### src/rtl/byte_serial_tx_if.sv
// Load/Ready byte handshake plus serial-line outputs of the byte transmitter.
// The master side produces bytes; the slave side is the transmitter itself.
interface byte_serial_tx_if;
  logic [7:0] I;
  logic       Load;
  logic       Ready;
  logic       TxD;
  logic       Done;

  modport master (
    output I,
    output Load,
    input  Ready,
    input  TxD,
    input  Done
  );

  modport slave (
    input  I,
    input  Load,
    output Ready,
    output TxD,
    output Done
  );
endinterface

### src/rtl/byte_serial_tx.sv
// Byte-to-serial transmitter: start bit, 8 data bits LSB-first, stop bit.
// Optional even-parity bit between data and stop when PARITY_EN is defined.
module byte_serial_tx #(
  parameter int CLKS_PER_BIT = 4
) (
  input  logic           clk_i,
  input  logic           rst_i,
  byte_serial_tx_if.slave txIf
);

  localparam int CntW = (CLKS_PER_BIT > 1) ? $clog2(CLKS_PER_BIT) : 1;
  localparam logic [CntW-1:0] LastCnt = CntW'(CLKS_PER_BIT - 1);

  typedef enum logic [2:0] {
    IDLE,
    START,
    DATA,
`ifdef PARITY_EN
    PARITY,
`endif
    STOP
  } state_e;

  state_e          state_q, state_d;
  logic [7:0]      shift_q, shift_d;
  logic [2:0]      bitIdx_q, bitIdx_d;
  logic [CntW-1:0] cnt_q, cnt_d;
  logic            txd_q, txd_d;
  logic            done_q, done_d;
`ifdef PARITY_EN
  logic            parity_q, parity_d;
`endif
  logic            bitEnd;

  assign bitEnd      = (cnt_q == LastCnt);
  assign txIf.Ready  = (state_q == IDLE);
  assign txIf.TxD    = txd_q;
  assign txIf.Done   = done_q;

  always_ff @(posedge clk_i) begin
    if (rst_i) begin
      state_q  <= IDLE;
      shift_q  <= '0;
      bitIdx_q <= '0;
      cnt_q    <= '0;
      txd_q    <= 1'b1;
      done_q   <= 1'b0;
`ifdef PARITY_EN
      parity_q <= 1'b0;
`endif
    end else begin
      state_q  <= state_d;
      shift_q  <= shift_d;
      bitIdx_q <= bitIdx_d;
      cnt_q    <= cnt_d;
      txd_q    <= txd_d;
      done_q   <= done_d;
`ifdef PARITY_EN
      parity_q <= parity_d;
`endif
    end
  end

  // TxD is computed for the state being entered, so the line changes on the same edge as the state.
  always_comb begin
    state_d  = state_q;
    shift_d  = shift_q;
    bitIdx_d = bitIdx_q;
    cnt_d    = bitEnd ? '0 : cnt_q + 1'b1;
    txd_d    = txd_q;
    done_d   = 1'b0;
`ifdef PARITY_EN
    parity_d = parity_q;
`endif

    case (state_q)
      IDLE: begin
        cnt_d = '0;
        txd_d = 1'b1;
        if (txIf.Load) begin
          shift_d = txIf.I;
`ifdef PARITY_EN
          parity_d = ^txIf.I;
`endif
          state_d = START;
          txd_d   = 1'b0;
        end
      end
      START: begin
        if (bitEnd) begin
          state_d  = DATA;
          bitIdx_d = '0;
          txd_d    = shift_q[0];
        end
      end
      DATA: begin
        if (bitEnd) begin
          shift_d  = {1'b0, shift_q[7:1]};
          bitIdx_d = bitIdx_q + 3'd1;
          txd_d    = shift_q[1];
          if (bitIdx_q == 3'd7) begin
`ifdef PARITY_EN
            state_d = PARITY;
            txd_d   = parity_q;
`else
            state_d = STOP;
            txd_d   = 1'b1;
`endif
          end
        end
      end
`ifdef PARITY_EN
      PARITY: begin
        if (bitEnd) begin
          state_d = STOP;
          txd_d   = 1'b1;
        end
      end
`endif
      STOP: begin
        if (bitEnd) begin
          state_d = IDLE;
          done_d  = 1'b1;
          txd_d   = 1'b1;
        end
      end
      default: begin
        state_d = IDLE;
        txd_d   = 1'b1;
      end
    endcase
  end

endmodule
### src/flat_wrapper.sv
// flat-port wrapper written by rule: the top's interface ports become plain ports
module byte_serial_tx_flat 
#(
  parameter int CLKS_PER_BIT = 4
)
  (clk_i, rst_i, txIf_I, txIf_Load, txIf_Ready, txIf_TxD, txIf_Done);
  byte_serial_tx_if txIf_i ();
  input  logic clk_i;
  input  logic rst_i;
  input wire logic [$bits(txIf_i.I)-1:0] txIf_I;
  input wire logic [$bits(txIf_i.Load)-1:0] txIf_Load;
  output wire logic [$bits(txIf_i.Ready)-1:0] txIf_Ready;
  output wire logic [$bits(txIf_i.TxD)-1:0] txIf_TxD;
  output wire logic [$bits(txIf_i.Done)-1:0] txIf_Done;
  assign txIf_i.I = txIf_I;
  assign txIf_i.Load = txIf_Load;
  assign txIf_Ready = txIf_i.Ready;
  assign txIf_TxD = txIf_i.TxD;
  assign txIf_Done = txIf_i.Done;
  byte_serial_tx #(.CLKS_PER_BIT(CLKS_PER_BIT)) u_core (.clk_i(clk_i), .rst_i(rst_i), .txIf(txIf_i));
endmodule
### config.mk
export PLATFORM = sky130hd
export DESIGN_NAME = byte_serial_tx_flat
export DESIGN_NICKNAME = d
export VERILOG_FILES = /design/src/rtl/byte_serial_tx_if.sv /design/src/rtl/byte_serial_tx.sv /design/src/flat_wrapper.sv
export SDC_FILE = /design/constraint.sdc
export NUM_CORES = 1
export LEC_CHECK = 0
export ABC_AREA = 1
export ABC_CLOCK_PERIOD_IN_PS = 3000
export BUFFER_PORTS_ARGS = -buffer_cell sky130_fd_sc_hd__buf_4
export CAP_MARGIN = 20
export CORE_UTILIZATION = 58
export CTS_BUF_LIST = sky130_fd_sc_hd__clkbuf_4 sky130_fd_sc_hd__clkbuf_8 sky130_fd_sc_hd__clkbuf_16
export DETAILED_ROUTE_END_ITERATION = 16
export HOLD_SLACK_MARGIN = 0.15
export PLACE_DENSITY = 0.81
export SYNTH_ARGS = -nofsm -noshare
export SYNTH_HDL_FRONTEND = slang
export SYNTH_SLANG_ARGS = --single-unit
### constraint.sdc
create_clock -name clk_i -period 3 [get_ports clk_i]
set_input_delay 0.3 -clock clk_i [delete_from_list [all_inputs] [get_ports clk_i]]
set_output_delay 0.3 -clock clk_i [all_outputs]
set_load 0.005 [all_outputs]
; Word-level counts from Yosys, hierarchy flattened
; Index checks and enable logic that the tools add are counted.
[op_classes]
n_addsub = 2
n_mul = 0
div = 0
order_cmp = 0
n_eq_ne = 10
shifts = 0
n_mux = 18
bitwise = 1
n_reduce_logical = 9
[op_table]
columns = operator, count
row1 = $mux W3, 6
row2 = $mux W8, 2
row3 = $pmux W8 S2, 1
row4 = $pmux W3 S4, 1
row5 = $reduce_and A3 Y1, 3
row6 = $ne A2 B1 Y1 const B, 4
row7 = $eq A3 B2 Y1 const B, 2
row8 = $mux W1, 6
row9 = $pmux W3 S2, 1
row10 = $reduce_and A5 Y1, 1
row11 = $pmux W1 S4, 1
row12 = $reduce_bool A2 Y1, 2
row13 = $add A3 B1 Y3 const B, 1
row14 = $eq A3 B1 Y1 const B, 1
row15 = $eq A3 B3 Y1 const B, 1
row16 = $logic_not A3 Y1, 1
row17 = $reduce_or A3 Y1, 1
row18 = $add A2 B1 Y2 const B, 1
row19 = $eq A2 B2 Y1 const B, 1
row20 = $ne A2 B2 Y1 const B, 1
row21 = $reduce_or A2 Y1, 1
row22 = $not A1 Y1, 1
[totals]
regBits = 18
latchBits = 0
ram_bits = 0
mem_bits_ro = 0
output_inout_bits = 3
elab_cells = 46
n_memories = 0

; Longest topological paths before layout
; Gate-level depths: netlist (run 1).
[logic_depth]
word_depth = 4
ltp_mapped = 10
mapped_depth_nobuf = 9

; Worst setup path after synthesis (run 1)
; OpenSTA, ideal clock, no wires.
[synth_timing]
path_type = reg2reg
start = reg u_core.state_q[0]
end = reg u_core.shift_q[1]
arrival_time_ps = 1213
required_ps = 2887
path_slack_ps = 1674
stages_incl_launch_ff = 11
n_path_buf = 2
synth_period_minus_slack_ps = 1326
path_cell_list = dfxtp_1 -> inv_1 -> ha_1 -> buf_6 -> inv_6 -> nand2_4 -> nand3_4 -> buf_6 -> nand2_1 -> nand2_1 -> nor2_1
[synth_between]
elab_chain_cells = 3
word_cells_on_any_way = 7
cone_classes = eq/ne: 3 / mux: 1 / reduce/logical: 3
[synth_rtl]
columns = element, line
row1 = "start, declared", byte_serial_tx.sv:24  ; state_e state_q, state_d;
row2 = "start signal, assigned", byte_serial_tx.sv:52  ; state_q <= state_d;
row3 = $eq A3 B2 Y1 or $logic_not A3 Y1 (tied branches), byte_serial_tx.sv:76  ; case (state_q)
row4 = "$ne A2 B1 Y1 (no line), or another cell as far along", --
row5 = $reduce_and A3 Y1 (no line), --
row6 = "end signal, assigned", byte_serial_tx.sv:53  ; shift_q <= shift_d;
row7 = "end, declared", byte_serial_tx.sv:25  ; logic [7:0] shift_q, shift_d;
; Several ways; a longest one is shown, not always the timed one.
; A chain may end at the register's enable or synchronous reset.

; Worst setup path in the final report (run 1)
[layout_timing]
start = reg u_core.state_q[0]
end = reg u_core.shift_q[7]
; Same word-level chain as after synthesis.

==> results.md, run 1 <==
* Run status: complete, no violations
* Routed WL at between 1.5 and 2 mm
* Setup repair bufs after CTS at 0
* DRC marker count from the first detailed-route iteration at 16
* Syn_area_per_cell at 7.01 um^2
* Fill cells at 132
* Final setup slack of the worst path at 1.40 ns
* Remaining antenna violation count at 0
* Buffer levels on the longest clock path at 2
* Period utilisation layout at 0.535
* Number of buffers inserted by port buffering at 13
* Slew @ Worst Pin at 0.433 ns
* Non-filler cells in the finished layout at around 170
* Hold Crit Class: input port to flip-flop
* Area growth from synthesis to layout at 10.5%
* Skew-Pair Late Insertion Delay at 0.29 ns
* Routability cong. at 0.800
* Worst setup skew after layout at 0.00590 ns
* Worst Path Arrival at 1.79 ns
* Die span in y at 42.5 um
* Post_cts resized at 0
* Total clock sinks at 17
* Die outline width at 42.5 um
* Max-cap viol count at 0
* Half-perimeter wire length after placement at 1.27 mm
* Final worst path period need at 1.60 ns
* Placed insts at around 160
* Number of iterations in the first detailed-routing pass at 5
* Cell at the root of the clock tree: clkbuf_4
* Overall fraction of global-route tracks in use at 0.214
* Standard-cell rows at 14
* Synth Warn # at 0
* Pre-CTS WS at approximately 1.4 ns
* Power density of the placed cells at 816 nW/um^2
* Remaining DRCs at 0
* Nature of the critical path endpoint: flip-flop
* Net count reported at finish at 169
* Maximum fanout encountered on the critical timing path at 15
* Avg WL per Cell at ~10 um
* Number of CTS-inserted buffers at 3
* Crit start category: flip-flop
* Sequential area share after synthesis at 0.357
* Wire length of the first global-routing pass at ~2.9 mm
* Summed negative setup slack over all endpoints at 0 ns
* Post-detailed-route via-to-cell ratio at 5.03
* Total global routing overflow at 0
* Largest voltage drop on the vdd net at 446 uV
* Hold Vio Cnt, Final at 0
* Met1 track utilization from global routing at 0.271
* Tot Pwr at ~860 uW
* Type of the worst setup path: flip-flop to flip-flop
* Number of global-route vias before repair at 739
* Post-cts hold buffer count at 0
* Cells after Synth at 136
* Detailed-route via count at 830
* Share of post-route cells with drive strength above 1 at 0.148
* Unique masters post-synth at 18
* Number of endpoints failing setup at the final stage at 0
* Synthesized netlist net count at between 150 and 200
* Starting density of the core at 0.626
* # IOs at 14
* Fmax at 0.623 GHz
* Register bit count reported by yosys at 17
* Leakage power at 0.566 nW
* Standard cell core area at 1520 um^2
* RSZ-0062 raised after global routing: false
* H-tree lvl count at 1
* Crit path required time at 3.19 ns
* Die Footprint at about 1800 um^2
* Clock transition time at the flip-flop clock pins of the worst setup and hold paths at 0.10 ns
* Post-Syn Area at 953 um^2
* Met2 usage at 0.354
* Diode count at 0
* Maximum number of pins on one net before global-route repair at 16
* Initial antenna violation count at 0
* Most Crowded Layer GR: met2
* CTS tree: done
* Worst-case headroom to the max-slew limit at 0.712
* Number of slew-limit violations in the final report at 0
* Min Hold Slack at 0.201 ns
* Global Route met3 Usage at 0.0388
-- synth_stat cells --
cell	n	area share
nor3_1	1	0.0052
o31ai_1	1	0.0079
nand4_1	1	0.0066
dfxtp_1	17	0.36
inv_1	21	0.083
inv_6	1	0.0092
buf_6	3	0.035
nor2_1	19	0.075
nand2_4	1	0.012
clkbuf_8	1	0.014
o21ai_0	9	0.047
nand2_1	37	0.15
nand3_4	1	0.018
nand2_2	1	0.0066
ha_1	8	0.10
nand3_1	8	0.042
a21oi_1	5	0.026
inv_2	1	0.0039
-- power by group --
| group | switching (mW) | internal (mW) |
|---|---|---|
| registers | 0.0317 | 0.289 |
| logic | 0.254 | 0.152 |
| clock network | 0.0720 | 0.0608 |
| total | 0.358 | 0.501 |
-- kinds of logic (layout without fill, tap and decap cells) --
logic type	Yosys count	after routing	synth area share
AOI/OAI and AO/OA	15	15	0.0814
adders and majority gates	8	8	0.105
and+or+nand+nor	69	69	0.311
buffers and inverters	27	40	0.146
DFF	17	17	0.357
-- per-stage QoR --
step / area, um^2 / utilization
final: 1050 / 0.691
after global routing: 1050 / 0.691
after CTS: 1050 / 0.691
after detailed placement: 1020 / 0.672
after global placement: 1020 / 0.672
after floorplan: 953 / -
-- worst paths after layout --
path                      from                 end  slack [ns]  cells after the start
max reg2reg  u_core.state_q[0]   u_core.shift_q[7]        1.40                      7
max          u_core.state_q[0]   u_core.shift_q[7]        1.40                      7
min                      rst_i  u_core.bitIdx_q[2]        0.20                      2
min reg2reg    u_core.cnt_q[0]     u_core.cnt_q[0]        0.42                      1
-- critical path, cell delays in order (launching register included) --
cell	delay, ns
dfxtp_1	0.36
inv_1	0.10
ha_1	0.43
inv_6	0.11
nand2_4	0.10
nand3_4	0.14
o21ai_0	0.19
nor2_1	0.06
-- cells in the final DEF (no fill, tap or decap), drive strengths merged --
master | netlist | layout
buf | 3 | 13
ha | 8 | 8
o31ai | 1 | 1
dfxtp | 17 | 17
nand3 | 9 | 9
a21oi | 5 | 5
inv | 23 | 23
nand2 | 39 | 39
nor2 | 19 | 19
nand4 | 1 | 1
nor3 | 1 | 1
o21ai | 9 | 9
clkbuf | 1 | 4
-- area by class of cell --
type	count	area [um^2]	area share
clock buffers	4	30.0	0.0285
flip-flops and latches	17	340	0.323
multi-input cells	92	474	0.450
well taps	16	20.0	0.0190
repair buffers	13	97.6	0.0926
inverters	23	91.3	0.0867
-- per-layer routing --
| metal | up-vias | wire (um) | part of all wire |
|---|---|---|---|
| li1 | 443 | - | - |
| met1 | 360 | 804 | 0.48 |
| met2 | 20 | 769 | 0.46 |
| met3 | 7 | 68 | 0.040 |
| met4 | 0 | 40 | 0.024 |
| met5 | - | 0 | 0 |
-- state kept, by name, indices dropped and copies added (netlist names) --
name / count
u_core.txIf.TxD: 1
u_core.shift_q: 8
u_core.bitIdx_q: 3
u_core.txIf.Done: 1
u_core.state_q: 2
u_core.cnt_q: 2
No activity file was read; power rests on OpenSTA's default activity.
==> run 2: changes to the inputs <==
ABC_CLOCK_PERIOD_IN_PS = 1700   (was 3000)
CORE_UTILIZATION = 54   (was 58)
PLACE_DENSITY = 0.76   (was 0.81)
clock period = 1.7 ns   (was 3 ns; I/O delays follow)
==> results.md, run 2 (synthesis gave the netlist of run 1 again) <==
* Wire length of the first global-routing pass at 3.13 mm (+6.8%)
* Share of post-route cells with drive strength above 1 at 0.153 (+0.00568)
* Number of global-route vias before repair at 751 (+1.6%)
* H-tree lvl count at 1 (unchanged)
* Worst setup skew after layout at 0.00120 ns (-0.00469 ns)
* DRC marker count from the first detailed-route iteration at 18 (+2)
* Worst Path Arrival at 1.69 ns (-0.10 ns)
* Die Footprint at 1940 um^2 (+7.1%)
* Net count reported at finish at 170 (+0.59%)
* # IOs at 14 (unchanged)
* Worst min-delay path startpoint: txIf_I[5]
* Overall fraction of global-route tracks in use at 0.218 (+0.00377)
* Type of the worst setup path: flip-flop to flip-flop
* Setup repair bufs after CTS at 0 (unchanged)
* Clock transition time at the flip-flop clock pins of the worst setup and hold paths at 0.10 ns (about the same)
* Fill cells at 149 (+13%)
* Detailed-route via count at 823 (-0.84%)
* Slew @ Worst Pin at 0.338 ns (-0.0951 ns)
* Starting density of the core at 0.605 (-0.0209)
* Crit path required time at 1.90 ns (-1.29 ns)
* Die span in y at 44.0 um (+3.5%)
* Half-perimeter wire length after placement at 1.29 mm (+1.0%)
* Number of slew-limit violations in the final report at 0 (unchanged)
* R2R Path Start: u_core.state_q[0]
* Area occupied by multi-input gates at 477 um^2 (+0.53%)
* Pre-CTS WS at 0.114 ns (-1.30 ns)
* Leakage power at 0.568 nW (+0.47%)
* Period utilisation layout at 0.880 (+0.345)
* Area growth from synthesis to layout at 11.8%
* Remaining DRCs at 0 (unchanged)
* Crit start category: flip-flop
* Buffer levels on the longest clock path at 2 (unchanged)
* Register bank with the most flops: u_core.shift_q
* CTS tree: done
* Summed negative setup slack over all endpoints at 0 ns (unchanged)
* Number of iterations in the first detailed-routing pass at 6 (+1)
* Routed WL at 1.75 mm (+4.0%)
* Final worst path period need at 1.50 ns (-0.109 ns)
* Most frequent standard cell in the layout excluding fill and tap cells: nand2_1
* Final cell area excluding filler cells at 1070 um^2 (+1.2%)
* Tot Pwr at 1.53 mW (+78%)
* Power density of the placed cells at 1440 nW/um^2 (+76%)
* Skew-Pair Late Insertion Delay at 0.29 ns (about the same)
* Largest voltage drop on the vdd net at 900 uV (+100%)
* Total clock sinks at 17 (unchanged)
* Diode count at 0 (unchanged)
* Worst path cell trace: inv_1, ha_1, nand2_1, nand3_4, o21ai_0, nor2_1
* Initial antenna violation count at 0 (unchanged)
* Avg WL per Cell at 10.6 um (+3.4%)
* Number of endpoints failing setup at the final stage at 0 (unchanged)
* Maximum number of pins on one net before global-route repair at 16 (unchanged)
* Flip-flop count of the largest register, all copies and words added at 8 (unchanged)
* Worst-case headroom to the max-slew limit at 0.775 (+0.0632)
* Maximum fanout encountered on the critical timing path at 15 (unchanged)
* Remaining antenna violation count at 0 (unchanged)
* Min Hold Slack at 0.205 ns (+0.00418 ns)
* Startpoint of the worst setup timing path: u_core.state_q[0]
* Number of CTS-inserted buffers at 3 (unchanged)
* Area taken by flip-flops and latches at 340 um^2 (unchanged)
* Run status: complete, no violations
* Number of buffers inserted by port buffering at 13 (unchanged)
* RSZ-0062 raised after global routing: false
* Final setup slack of the worst path at 0.204 ns (-1.19 ns)
* Post-detailed-route via-to-cell ratio at 4.96 (-1.4%)
* Nature of the critical path endpoint: flip-flop
* Top Registers: u_core.shift_q: 8 flops, u_core.bitIdx_q: 3 flops
* Hold Vio Cnt, Final at 0 (unchanged)
* Max-cap viol count at 0 (unchanged)
* Die outline width at 44.0 um (+3.5%)
* Commonest cells after routing, fill and taps aside: 37 x nand2_1, 21 x inv_1, 19 x nor2_1
* Routability cong. at 0.775 (-3.2%)
* Cell at the root of the clock tree: clkbuf_4
* CP max stage cell: dfxtp_1
* Dpl cell area at 1020 um^2 (unchanged)
* Standard cell core area at 1580 um^2 (+3.4%)
* Hold Crit Class: input port to flip-flop
* Standard-cell rows at 14 (unchanged)
* Largest stage delay, worst path at 0.44 ns (about the same)
* Total global routing overflow at 0 (unchanged)
* Fmax at 0.668 GHz (+7.3%)
-- run 2: cell types whose count changed in the layout (fill, tap and decap cells not counted) --
cell,previous run,this run
ha_1,8,7
ha_2,0,1
dlygate4sd3_1,0,1
-- run 2: path summary, 6_finish.rpt --
| path | endpoint | slack (ns) | cells past startpoint |
|---|---|---|---|
| min reg2reg | u_core.cnt_q[0] | 0.42 | 1 |
| min | u_core.shift_q[5] | 0.20 | 5 |
| max reg2reg | u_core.shift_q[7] | 0.20 | 6 |
| max | u_core.shift_q[7] | 0.20 | 6 |
-- run 2: critical path, delay by kind of cell (launching register included) --
kind | cells | cell delay (ns)
adders and majority gates | 1 | 0.24
AOI/OAI and AO/OA | 1 | 0.18
and+or+nand+nor | 3 | 0.43
DFF | 1 | 0.44
buffers and inverters | 1 | 0.11
-- run 2: cell type report --
cell class / instances / share of cell area
clock buffers: 4 / 0.0282
multi-input cells: 92 / 0.447
well taps: 16 / 0.0188
inverters: 23 / 0.0857
repair buffers: 14 / 0.101
flip-flops and latches: 17 / 0.319
-- run 2: what timing repair did --
item | CTS | global route
endpoints found under the setup margin | 0 | 11
hold buffers | 1 | 0
gates resized for setup | 0 | 1
endpoints found under the hold margin | 5 | 0
-- run 2: routing by layer --
layer | GRT usage | wire (um)
met1 | 0.296 | 881
met4 | 0.0909 | 37
met3 | 0.0367 | 61
met2 | 0.344 | 772
met5 | 0 | 0
-- run 2: metrics by stage --
stage,utilization,instances
2_1_floorplan,-,136
3_3_place_gp,0.649,161
3_5_place_dp,0.649,161
4_1_cts,0.675,166
5_1_grt,0.676,166
6_report,0.676,166
-- run 2: power breakdown --
group | switching [mW] | internal [mW]
clock | 0.128 | 0.107
combinational | 0.454 | 0.272
sequential | 0.0619 | 0.510
total | 0.644 | 0.889
==> run 3: changes to the inputs <==
MAX_ROUTING_LAYER = met4   (was unset)
==> results.md, run 3 (synthesis gave the netlist of run 1 again) <==
* Routed WL at 1.74 mm (-0.97%)
* Relative contribution of the clock network to total power at 0.154 (about the same)
* Starting density of the core at 0.605 (unchanged)
* Number of iterations in the first detailed-routing pass at 6 (unchanged)
* Remaining antenna violation count at 0 (unchanged)
* Maximum fanout encountered on the critical timing path at 15 (unchanged)
* Detailed-route via count at 817 (-0.73%)
* Number of buffers inserted by port buffering at 13 (unchanged)
* Power density of the placed cells at 1440 nW/um^2 (-0.13%)
* DRC marker count from the first detailed-route iteration at 17 (-1)
* Standard cell core area at 1580 um^2 (unchanged)
* Standard-cell rows at 14 (unchanged)
* Setup repair bufs after CTS at 0 (unchanged)
* Period utilisation layout at 0.868 (-0.0115)
* Type of the worst setup path: flip-flop to flip-flop
* Maximum number of pins on one net before global-route repair at 16 (unchanged)
* Number of CTS-inserted buffers at 3 (unchanged)
* Total global routing overflow at 0 (unchanged)
* Final worst path period need at 1.48 ns (-0.0196 ns)
* Die outline width at 44.0 um (unchanged)
* Destination of the worst register-to-register timing path: u_core.shift_q[7]
* Half-perimeter wire length after placement at 1.29 mm (unchanged)
* Number of slew-limit violations in the final report at 0 (unchanged)
* Cell at the root of the clock tree: clkbuf_4
* Die Footprint at 1940 um^2 (unchanged)
* WHS Endpoint: u_core.shift_q[5]
* Number of endpoints failing setup at the final stage at 0 (unchanged)
* Int Pwr at 890 uW (about the same)
* Number of global-route vias before repair at 752 (+0.13%)
* Die span in y at 44.0 um (unchanged)
* Slew @ Worst Pin at 0.336 ns (-0.00125 ns)
* Overall fraction of global-route tracks in use at 0.226 (+0.00758)
* Worst-case headroom to the max-slew limit at 0.776 (+0.000833)
* Clock transition time at the flip-flop clock pins of the worst setup and hold paths at 0.10 ns (about the same)
* Buffer levels on the longest clock path at 2 (unchanged)
* Share of post-route cells with drive strength above 1 at 0.153 (unchanged)
* Fmax at 0.677 GHz (+1.3%)
* Most frequent standard cell in the layout excluding fill and tap cells: nand2_1
* Crit start category: flip-flop
* Hold Vio Cnt, Final at 0 (unchanged)
* Flip-flop count of the largest register, all copies and words added at 8 (unchanged)
* Seq pwr share at 0.372 (about the same)
* Switching power at 642 uW (-0.32%)
* # IOs at 14 (unchanged)
* Logic depth of the worst register-to-register path at 7 (+1)
* Avg WL per Cell at 10.5 um (-0.97%)
* Wire length of the first global-routing pass at 3.15 mm (+0.45%)
* Routability cong. at 0.785 (+1.4%)
* Count of cells along the worst hold path at 5 (unchanged)
* Top Registers: u_core.shift_q: 8 flops, u_core.bitIdx_q: 3 flops
* Power share of the combinational group at 0.474 (about the same)
* Worst Path Arrival at 1.67 ns (-0.02 ns)
* Net count reported at finish at 170 (unchanged)
* Total clock sinks at 17 (unchanged)
* Nature of the critical path endpoint: flip-flop
* Worst setup skew after layout at 0.00144 ns (+0.000243 ns)
* Dpl cell area at 1020 um^2 (unchanged)
* Commonest cells after routing, fill and taps aside: 37 x nand2_1, 21 x inv_1, 19 x nor2_1
* Post-detailed-route via-to-cell ratio at 4.92 (-0.73%)
* Worst min-delay path startpoint: txIf_I[5]
* RSZ-0062 raised after global routing: false
* Final cell area excluding filler cells at 1070 um^2 (unchanged)
* FF-to-FF setup slack at 0.22 ns (+0.02 ns)
* Summed negative setup slack over all endpoints at 0 ns (unchanged)
* Remaining DRCs at 0 (unchanged)
* Leakage power at 0.568 nW (unchanged)
* Max-cap viol count at 0 (unchanged)
* Skew-Pair Late Insertion Delay at 0.29 ns (about the same)
* Crit path required time at 1.90 ns (about the same)
* H-tree lvl count at 1 (unchanged)
* CTS tree: done
* Switching part of the total power at 0.419 (-0.000820)
* Diode count at 0 (unchanged)
* Largest voltage drop on the vdd net at 893 uV (-0.73%)
* Register bank with the most flops: u_core.shift_q
* Area growth from synthesis to layout at 11.8% (unchanged)
* Initial antenna violation count at 0 (unchanged)
* Run status: complete, no violations
* Hold Crit Class: input port to flip-flop
* R2R Path Start: u_core.state_q[0]
run 3: cell counts in the layout (fill, tap and decap cells not counted):
Identical to the previous run, type by type.
run 3: routing by layer:
metal,part of all wire,vias up,global-route usage
li1,-,444,-
met1,0.50,351,0.298
met2,0.45,17,0.344
met3,0.031,5,0.0367
met4,0.017,0,0.0909
met5,0,-,-
run 3: cell type report:
class                   instances  area, um^2
clock buffers                   4        30.0
fillers                       149         510
multi-input cells              92         477
inverters                      23        91.3
flip-flops and latches         17         340
repair buffers                 14         108
well taps                      16        20.0
run 3: power by group through the flow:
stage               clock network [mW]  logic, mW  registers (mW)
finish                           0.236      0.726           0.570
floorplan                            0      0.627           0.562
detailed placement                   0      0.718           0.577
CTS                              0.241      0.729           0.570
global placement                     0      0.696           0.570
global route                     0.258      0.835           0.585
run 3: worst max-delay path by stage:
stage,start,slack (ns),to
final,u_core.state_q[0],0.22,u_core.shift_q[7]
after global routing,u_core.state_q[0],0.06,u_core.shift_q[7]
after CTS,u_core.state_q[0],0.1,u_core.shift_q[7]
after detailed placement,u_core.state_q[0],0.11,u_core.shift_q[7]
after global placement,u_core.state_q[0],0.19,u_core.shift_q[7]
after floorplan,u_core.state_q[0],0.37,u_core.shift_q[1]
run 3: critical path, stage by stage (launching register included):
cell and delay [ns]:
dfxtp_1 0.37, inv_1 0.11, ha_2 0.33, inv_6 0.10, nand2_4 0.09, nand3_4 0.14, o21ai_0 0.18, nor2_1 0.06
run 3: metrics by stage:
stage	hold WS (ns)	power, mW	worst slack, ns	util	std cells
6_report	0.205	1.53	0.224	0.676	166
5_1_grt	0.216	1.68	0.0619	0.676	166
4_1_cts	0.205	1.54	0.0988	0.675	166
3_5_place_dp	0.388	1.29	0.114	0.649	161
3_3_place_gp	0.383	1.27	0.187	0.649	161
2_1_floorplan	0.239	1.19	0.374	-	136
run 3: timing repair:
action / in CTS / in global routing
gates resized for setup: 0 / 1
endpoints found under the setup margin: 0 / 13
hold buffers: 1 / 0
hold endpoints to repair: 5 / 0
